$ cat config.mk
export PLATFORM = sky130hd
export DESIGN_NAME = edge_event_monitor
export DESIGN_NICKNAME = d
export VERILOG_FILES = /design/src/rtl/edge_event_monitor.sv
export SDC_FILE = /design/constraint.sdc
export NUM_CORES = 1
export LEC_CHECK = 0
export CAP_MARGIN = 20
export CORE_ASPECT_RATIO = 0.8
export CORE_MARGIN = 2
export CORE_UTILIZATION = 40
export CTS_BUF_LIST = sky130_fd_sc_hd__clkbuf_8
export DETAILED_ROUTE_END_ITERATION = 10
export PLACE_DENSITY = 0.59
export REMOVE_ABC_BUFFERS = 1
export SYNTH_ARGS = -nofsm -noshare
export SYNTH_HDL_FRONTEND = slang
export SYNTH_SLANG_ARGS = --single-unit
$ cat constraint.sdc
create_clock -name clk -period 3.24 [get_ports clk]
set_clock_uncertainty 0.15 [all_clocks]
set_input_delay 0.972 -clock clk [delete_from_list [all_inputs] [get_ports clk]]
set_output_delay 0.972 -clock clk [all_outputs]
set_load 0.01 [all_outputs]
$ cat src/rtl/edge_event_monitor.sv
// edge_event_monitor: multi-channel edge classifier with event pulses, sticky flags and saturating counters
// Ports:
//   clk, rst      - clock and asynchronous active-high reset
//   sig_in        - WIDTH monitored (pre-synchronised) signals
//   mode          - 2 bits per channel: 00 rise, 01 fall, 10 any change, 11 disabled
//   en            - event enable (history keeps tracking while low)
//   clr           - synchronous clear of sticky flags and counters
//   cnt_sel       - counter readback select
//   evt           - registered one-cycle event pulse per channel
//   sticky        - per-channel flag set on event, held until clr
//   any_evt       - registered OR of all channel events
//   cnt_out       - counter[cnt_sel], zero when cnt_sel is out of range
//   cnt_sat       - per-channel counter-at-all-ones flag
module edge_event_monitor #(
    parameter int WIDTH = 8,
    parameter int CNT_W = 8,
    parameter bit FIRST_SAMPLE_EDGE = 1'b1,
    localparam int SEL_W = (WIDTH > 1) ? $clog2(WIDTH) : 1
) (
    input  logic               clk,
    input  logic               rst,
    input  logic [WIDTH-1:0]   sig_in,
    input  logic [2*WIDTH-1:0] mode,
    input  logic               en,
    input  logic               clr,
    input  logic [SEL_W-1:0]   cnt_sel,
    output logic [WIDTH-1:0]   evt,
    output logic [WIDTH-1:0]   sticky,
    output logic               any_evt,
    output logic [CNT_W-1:0]   cnt_out,
    output logic [WIDTH-1:0]   cnt_sat
);
    logic [WIDTH-1:0] past, prev, rise, fall, hit;
    logic             past_valid;
    logic [CNT_W-1:0] cnt [WIDTH];

    // Unknown history is modelled as the complement of the sample (X->s always
    // a transition) or as the sample itself (no transition).
    assign prev = past_valid ? past : (FIRST_SAMPLE_EDGE ? ~sig_in : sig_in);
    assign rise = sig_in & ~prev;
    assign fall = ~sig_in & prev;

    for (genvar i = 0; i < WIDTH; i++) begin : g_ch
        assign hit[i] = en & (mode[2*i+1] ? (~mode[2*i] & (rise[i] | fall[i]))
                                          : (mode[2*i] ? fall[i] : rise[i]));
        assign cnt_sat[i] = &cnt[i];
        always_ff @(posedge clk or posedge rst) begin
            if (rst)
                cnt[i] <= '0;
            else if (clr)
                cnt[i] <= '0;
            else if (hit[i] && !cnt_sat[i])
                cnt[i] <= cnt[i] + CNT_W'(1);
        end
    end

    always_ff @(posedge clk or posedge rst) begin
        if (rst) begin
            past       <= '0;
            past_valid <= 1'b0;
            evt        <= '0;
            any_evt    <= 1'b0;
            sticky     <= '0;
        end else begin
            past       <= sig_in;
            past_valid <= 1'b1;
            evt        <= hit;
            any_evt    <= |hit;
            sticky     <= clr ? '0 : (sticky | hit);
        end
    end

    assign cnt_out = (32'(cnt_sel) < WIDTH) ? cnt[cnt_sel] : '0;
endmodule

==> impl_metrics.prom <==
# TYPE chip_impl_metric gauge
chip_impl_info{name="outcome",value="finished, violations left"} 1
chip_impl_info{name="failing_checks",value="negative setup slack"} 1
chip_impl_metric{name="cts_hold_buf",unit=""} 0
chip_impl_metric{name="first_global_vias",unit=""} 4204
chip_impl_info{name="synth_flop_cell",value="sky130_fd_sc_hd__dfrtp_1"} 1
chip_impl_metric{name="p_leak",unit="µW"} 0.002915
chip_impl_metric{name="maxSlewViolCount",unit=""} 0
chip_impl_metric{name="clk_latency",unit="ps"} 370
chip_impl_metric{name="core.rowCount",unit=""} 37
chip_impl_metric{name="post_placement_worst_setup_slack",unit="ps"} -855.9
chip_impl_metric{name="synthArstFlopShare",unit="%"} 100.0
chip_impl_metric{name="min_period_over_period",unit="%"} 100.2
chip_impl_metric{name="postLayoutSetupSlackWorst",unit="ps"} -6.898
chip_impl_metric{name="design.die.area",unit="mm²"} 0.01397
chip_impl_metric{name="ctsHtreeMaxLevel",unit=""} 3
chip_impl_metric{name="setup_viol_count_final",unit=""} 1
chip_impl_metric{name="number_of_maximum_capacitance_violations",unit=""} 0
chip_impl_metric{name="antenna_cells",unit=""} 0
chip_impl_metric{name="synth_edf_count",unit=""} 0
chip_impl_metric{name="count_of_unresolved_drc_violations_after_routing",unit=""} 0
chip_impl_metric{name="yosysWarnings",unit=""} 0
chip_impl_metric{name="grt_max_degree",unit=""} 42
chip_impl_metric{name="antenna_violations_before_repair",unit=""} 0
chip_impl_metric{name="die-width",unit="µm"} 131.6
chip_impl_metric{name="drt.antenna.violating_nets",unit=""} 0
chip_impl_metric{name="port-buffer-count",unit=""} 63
chip_impl_metric{name="count_of_pins_on_the_block_boundary",unit=""} 64
chip_impl_metric{name="power.share.combinational",unit="%"} 16.0
chip_impl_info{name="worstSetupStartpointType",value="input pin"} 1
chip_impl_metric{name="routabilityCongestion",unit=""} 0.8799
chip_impl_metric{name="timing.slew.headroom",unit="%"} 55.78
chip_impl_metric{name="power.ir.vdd_worst",unit="µV"} 183.2
chip_impl_metric{name="placed_cell_area",unit="mm²"} 0.006382
chip_impl_metric{name="cp_data_arrival_time",unit="ps"} 2120
chip_impl_metric{name="sw_frac_of_total",unit="%"} 27.58
chip_impl_metric{name="coreArea",unit="mm²"} 0.01278
chip_impl_metric{name="max_clock_freq",unit="MHz"} 308.0
chip_impl_metric{name="dp_hpwl",unit="µm"} 10070
chip_impl_info{name="clock_tree_from_tritoncts",value="yes"} 1
chip_impl_metric{name="detail_route.wl_per_cell",unit="µm"} 16.41
chip_impl_metric{name="yosys_register_bits",unit=""} 90
chip_impl_metric{name="cts.path.max_buffers",unit=""} 2
chip_impl_metric{name="worst_slew_pin_slew",unit="ps"} 663.3
chip_impl_metric{name="clock-sinks",unit=""} 90
chip_impl_metric{name="detailedRoute.firstPassIterationCount",unit=""} 4
chip_impl_metric{name="cp.required",unit="ps"} 2120
chip_impl_info{name="cts-root-buf",value="sky130_fd_sc_hd__clkbuf_8"} 1
chip_impl_metric{name="yosysSeqAreaShare",unit="%"} 43.21
chip_impl_metric{name="count_of_unique_library_cells_instantiated_by_yosys",unit=""} 49
chip_impl_metric{name="final_cell_count_no_fill",unit=""} 808
chip_impl_metric{name="post_synth_instance_area",unit="mm²"} 0.005212
chip_impl_info{name="critical_path_endpoint_category",value="primary output"} 1
chip_impl_metric{name="largest_fanout_of_any_net_on_the_critical_path",unit=""} 8
chip_impl_metric{name="clkPwrFrac",unit="%"} 30.3
chip_impl_metric{name="nets",unit=""} 684
chip_impl_metric{name="via_count",unit=""} 4221
chip_impl_metric{name="final_design_area_no_fill",unit="mm²"} 0.006611
chip_impl_metric{name="detail_route.iter0.violations",unit=""} 207
chip_impl_metric{name="post_cts_setup_buffers",unit=""} 0
chip_impl_metric{name="numCtsBuffers",unit=""} 9
chip_impl_metric{name="pwr_density_cell",unit="mW/mm²"} 334.8
chip_impl_metric{name="post_layout_minimum_cycle_time",unit="ps"} 3247
chip_impl_metric{name="area_delta_synth_final",unit="%"} 26.84
chip_impl_metric{name="first_pass_grt_wire_length",unit="µm"} 22140
chip_impl_metric{name="p_int",unit="µW"} 1603
chip_impl_info{name="rsz0062_at_grt",value="yes"} 1
chip_impl_metric{name="postRouteWirelength",unit="µm"} 13260
chip_impl_metric{name="die_h",unit="µm"} 106.1
chip_impl_metric{name="drt-vias-per-instance",unit=""} 5.224
chip_impl_metric{name="drive_gt1_share",unit="%"} 20.70
chip_impl_metric{name="gr-total-overflow",unit=""} 0
chip_impl_info{name="hp-class",value="flop to flop"} 1
chip_impl_metric{name="synth_cells",unit=""} 524
chip_impl_metric{name="globalRouteTotalUtil",unit="%"} 20.23
chip_impl_metric{name="hold_viol",unit=""} 0
chip_impl_metric{name="power_frac_seq",unit="%"} 53.7
chip_impl_metric{name="placed_cells",unit=""} 792
chip_impl_metric{name="fin_tns_setup",unit="ps"} -6.898
chip_impl_metric{name="initial_core_util",unit="%"} 40.80
chip_impl_metric{name="clk_pin_slew_worst_paths",unit="ps"} 90
chip_impl_metric{name="synthesis.area_per_instance",unit="µm²"} 9.948
chip_impl_metric{name="net-switching-power",unit="µW"} 610.5
chip_impl_info{name="timing.setup.critical_path_class",value="input pin to primary output"} 1
stage by stage:
stage | utilization (%) | total power, µW | hold WS [ps]
3_3_place_gp | 49.95 | 1551 | 327.2
5_1_grt | 51.74 | 2326 | 393.2
6_report | 51.74 | 2213 | 353.8
3_5_place_dp | 49.95 | 1563 | 340.3
4_1_cts | 51.50 | 2239 | 361.7
2_1_floorplan | - | 1355 | 331.8
cell usage after synthesis (3+ instances only):
| cell | count | share of area, % |
|---|---|---|
| sky130_fd_sc_hd__dfrtp_1 | 90 | 43 |
| sky130_fd_sc_hd__nor2_1 | 65 | 4.7 |
| sky130_fd_sc_hd__inv_1 | 41 | 3.0 |
| sky130_fd_sc_hd__xnor2_1 | 27 | 4.5 |
| sky130_fd_sc_hd__a21oi_1 | 26 | 2.5 |
| sky130_fd_sc_hd__nand2_1 | 25 | 1.8 |
| sky130_fd_sc_hd__ha_1 | 24 | 5.8 |
| sky130_fd_sc_hd__nand3_1 | 21 | 2.0 |
| sky130_fd_sc_hd__nor3_1 | 20 | 1.9 |
| sky130_fd_sc_hd__mux2_2 | 19 | 4.1 |
| sky130_fd_sc_hd__o21ai_0 | 17 | 1.6 |
| sky130_fd_sc_hd__mux4_2 | 16 | 6.9 |
| sky130_fd_sc_hd__clkbuf_1 | 13 | 0.94 |
| sky130_fd_sc_hd__nor4_1 | 13 | 1.6 |
| sky130_fd_sc_hd__or3_1 | 11 | 1.3 |
| sky130_fd_sc_hd__nor2b_1 | 9 | 1.1 |
| sky130_fd_sc_hd__nand4_1 | 8 | 0.96 |
| sky130_fd_sc_hd__a21o_1 | 6 | 0.86 |
| sky130_fd_sc_hd__mux2i_1 | 5 | 0.96 |
| sky130_fd_sc_hd__a211oi_1 | 4 | 0.58 |
| sky130_fd_sc_hd__a31oi_1 | 4 | 0.48 |
| sky130_fd_sc_hd__nand2b_1 | 4 | 0.48 |
| sky130_fd_sc_hd__nor4b_1 | 4 | 0.67 |
| sky130_fd_sc_hd__o31ai_1 | 4 | 0.58 |
| sky130_fd_sc_hd__xor2_1 | 4 | 0.67 |
| sky130_fd_sc_hd__and3_1 | 3 | 0.36 |
| sky130_fd_sc_hd__and4_1 | 3 | 0.50 |
| sky130_fd_sc_hd__buf_1 | 3 | 0.22 |
| sky130_fd_sc_hd__nor3_2 | 3 | 0.58 |
| sky130_fd_sc_hd__nor3b_1 | 3 | 0.43 |
| sky130_fd_sc_hd__o211ai_1 | 3 | 0.43 |
| sky130_fd_sc_hd__or4_1 | 3 | 0.43 |
path summary, 6_finish.rpt:
kind	start	cells after the start	slack, ps	endpoint
worst min register to register	sticky[7]	2	350	sticky[7]
worst max-delay path	cnt_sel[0]	5	-7	cnt_out[6]
min in group asynchronous	rst	2	680	sticky[5]
max in group asynchronous	rst	3	1620	cnt[11]
worst min-delay path	sticky[7]	2	350	sticky[7]
worst max register to register	past_valid	7	530	cnt[44]
cell families after synthesis:
group / Yosys count / share of synthesized area [%]
DFF: 90 / 43.21
xor gates and xnor gates: 31 / 5.209
other: 1 / 0.07194
buffers and inverters: 61 / 4.633
muxes: 40 / 11.98
and+or+nand+nor: 203 / 19.95
adders and majority gates: 24 / 5.761
AOI/OAI and AO/OA: 74 / 9.193
repair_timing:
action,in CTS,in global routing
cloned,1,0
resized for setup,57,9
pin swaps,0,1
setup endpoints to repair,11,13
routing by layer:
layer / part of all wire, % / vias to the layer above / global-route usage [%]
li1: - / 2052 / -
met1: 47 / 2045 / 27.94
met2: 46 / 112 / 31.45
met3: 5.3 / 12 / 4.673
met4: 1.6 / 0 / 6.988
met5: 0 / - / 0
cell type report:
cell class	instances	area, µm²
timing repair buffer	113	1065
sequential	90	2256
clock buffer	9	123.9
inverter	42	161.4
multi-input combinational	373	2758
tap	175	219.0
clock inverter	6	28.78
fill	1208	6166
state kept, by name (all words and copies together) (netlist names):
signal and cells:
any_evt 1, cnt 64, evt 8, past 8, past_valid 1, sticky 8
worst max-delay path: stages:
cell and delay (ps):
sky130_fd_sc_hd__buf_8 90, sky130_fd_sc_hd__buf_12 130, sky130_fd_sc_hd__mux4_2 510, sky130_fd_sc_hd__mux2_4 290, sky130_fd_sc_hd__buf_6 120
layout by cell type (no fill, tap or decap), types with 16 or more instances in the layout:
cell type	n
sky130_fd_sc_hd__ha_1	24
sky130_fd_sc_hd__o21ai_0	17
sky130_fd_sc_hd__inv_1	43
sky130_fd_sc_hd__dfrtp_1	87
sky130_fd_sc_hd__nor3_1	18
sky130_fd_sc_hd__clkdlybuf4s50_1	50
sky130_fd_sc_hd__a21oi_1	26
sky130_fd_sc_hd__nand3_1	21
sky130_fd_sc_hd__nor2_1	64
sky130_fd_sc_hd__mux4_2	16
sky130_fd_sc_hd__nand2_1	25
sky130_fd_sc_hd__buf_4	45
sky130_fd_sc_hd__xnor2_1	27
power groups by stage:
stage	Combinational (µW)	Clock [µW]	Sequential [µW]
global route	394	739	1190
floorplan	147	0	1210
detailed placement	354	0	1210
CTS	358	692	1190
global placement	342	0	1210
finish	354	672	1190
Note: power is estimated with default switching activity, not from simulation.
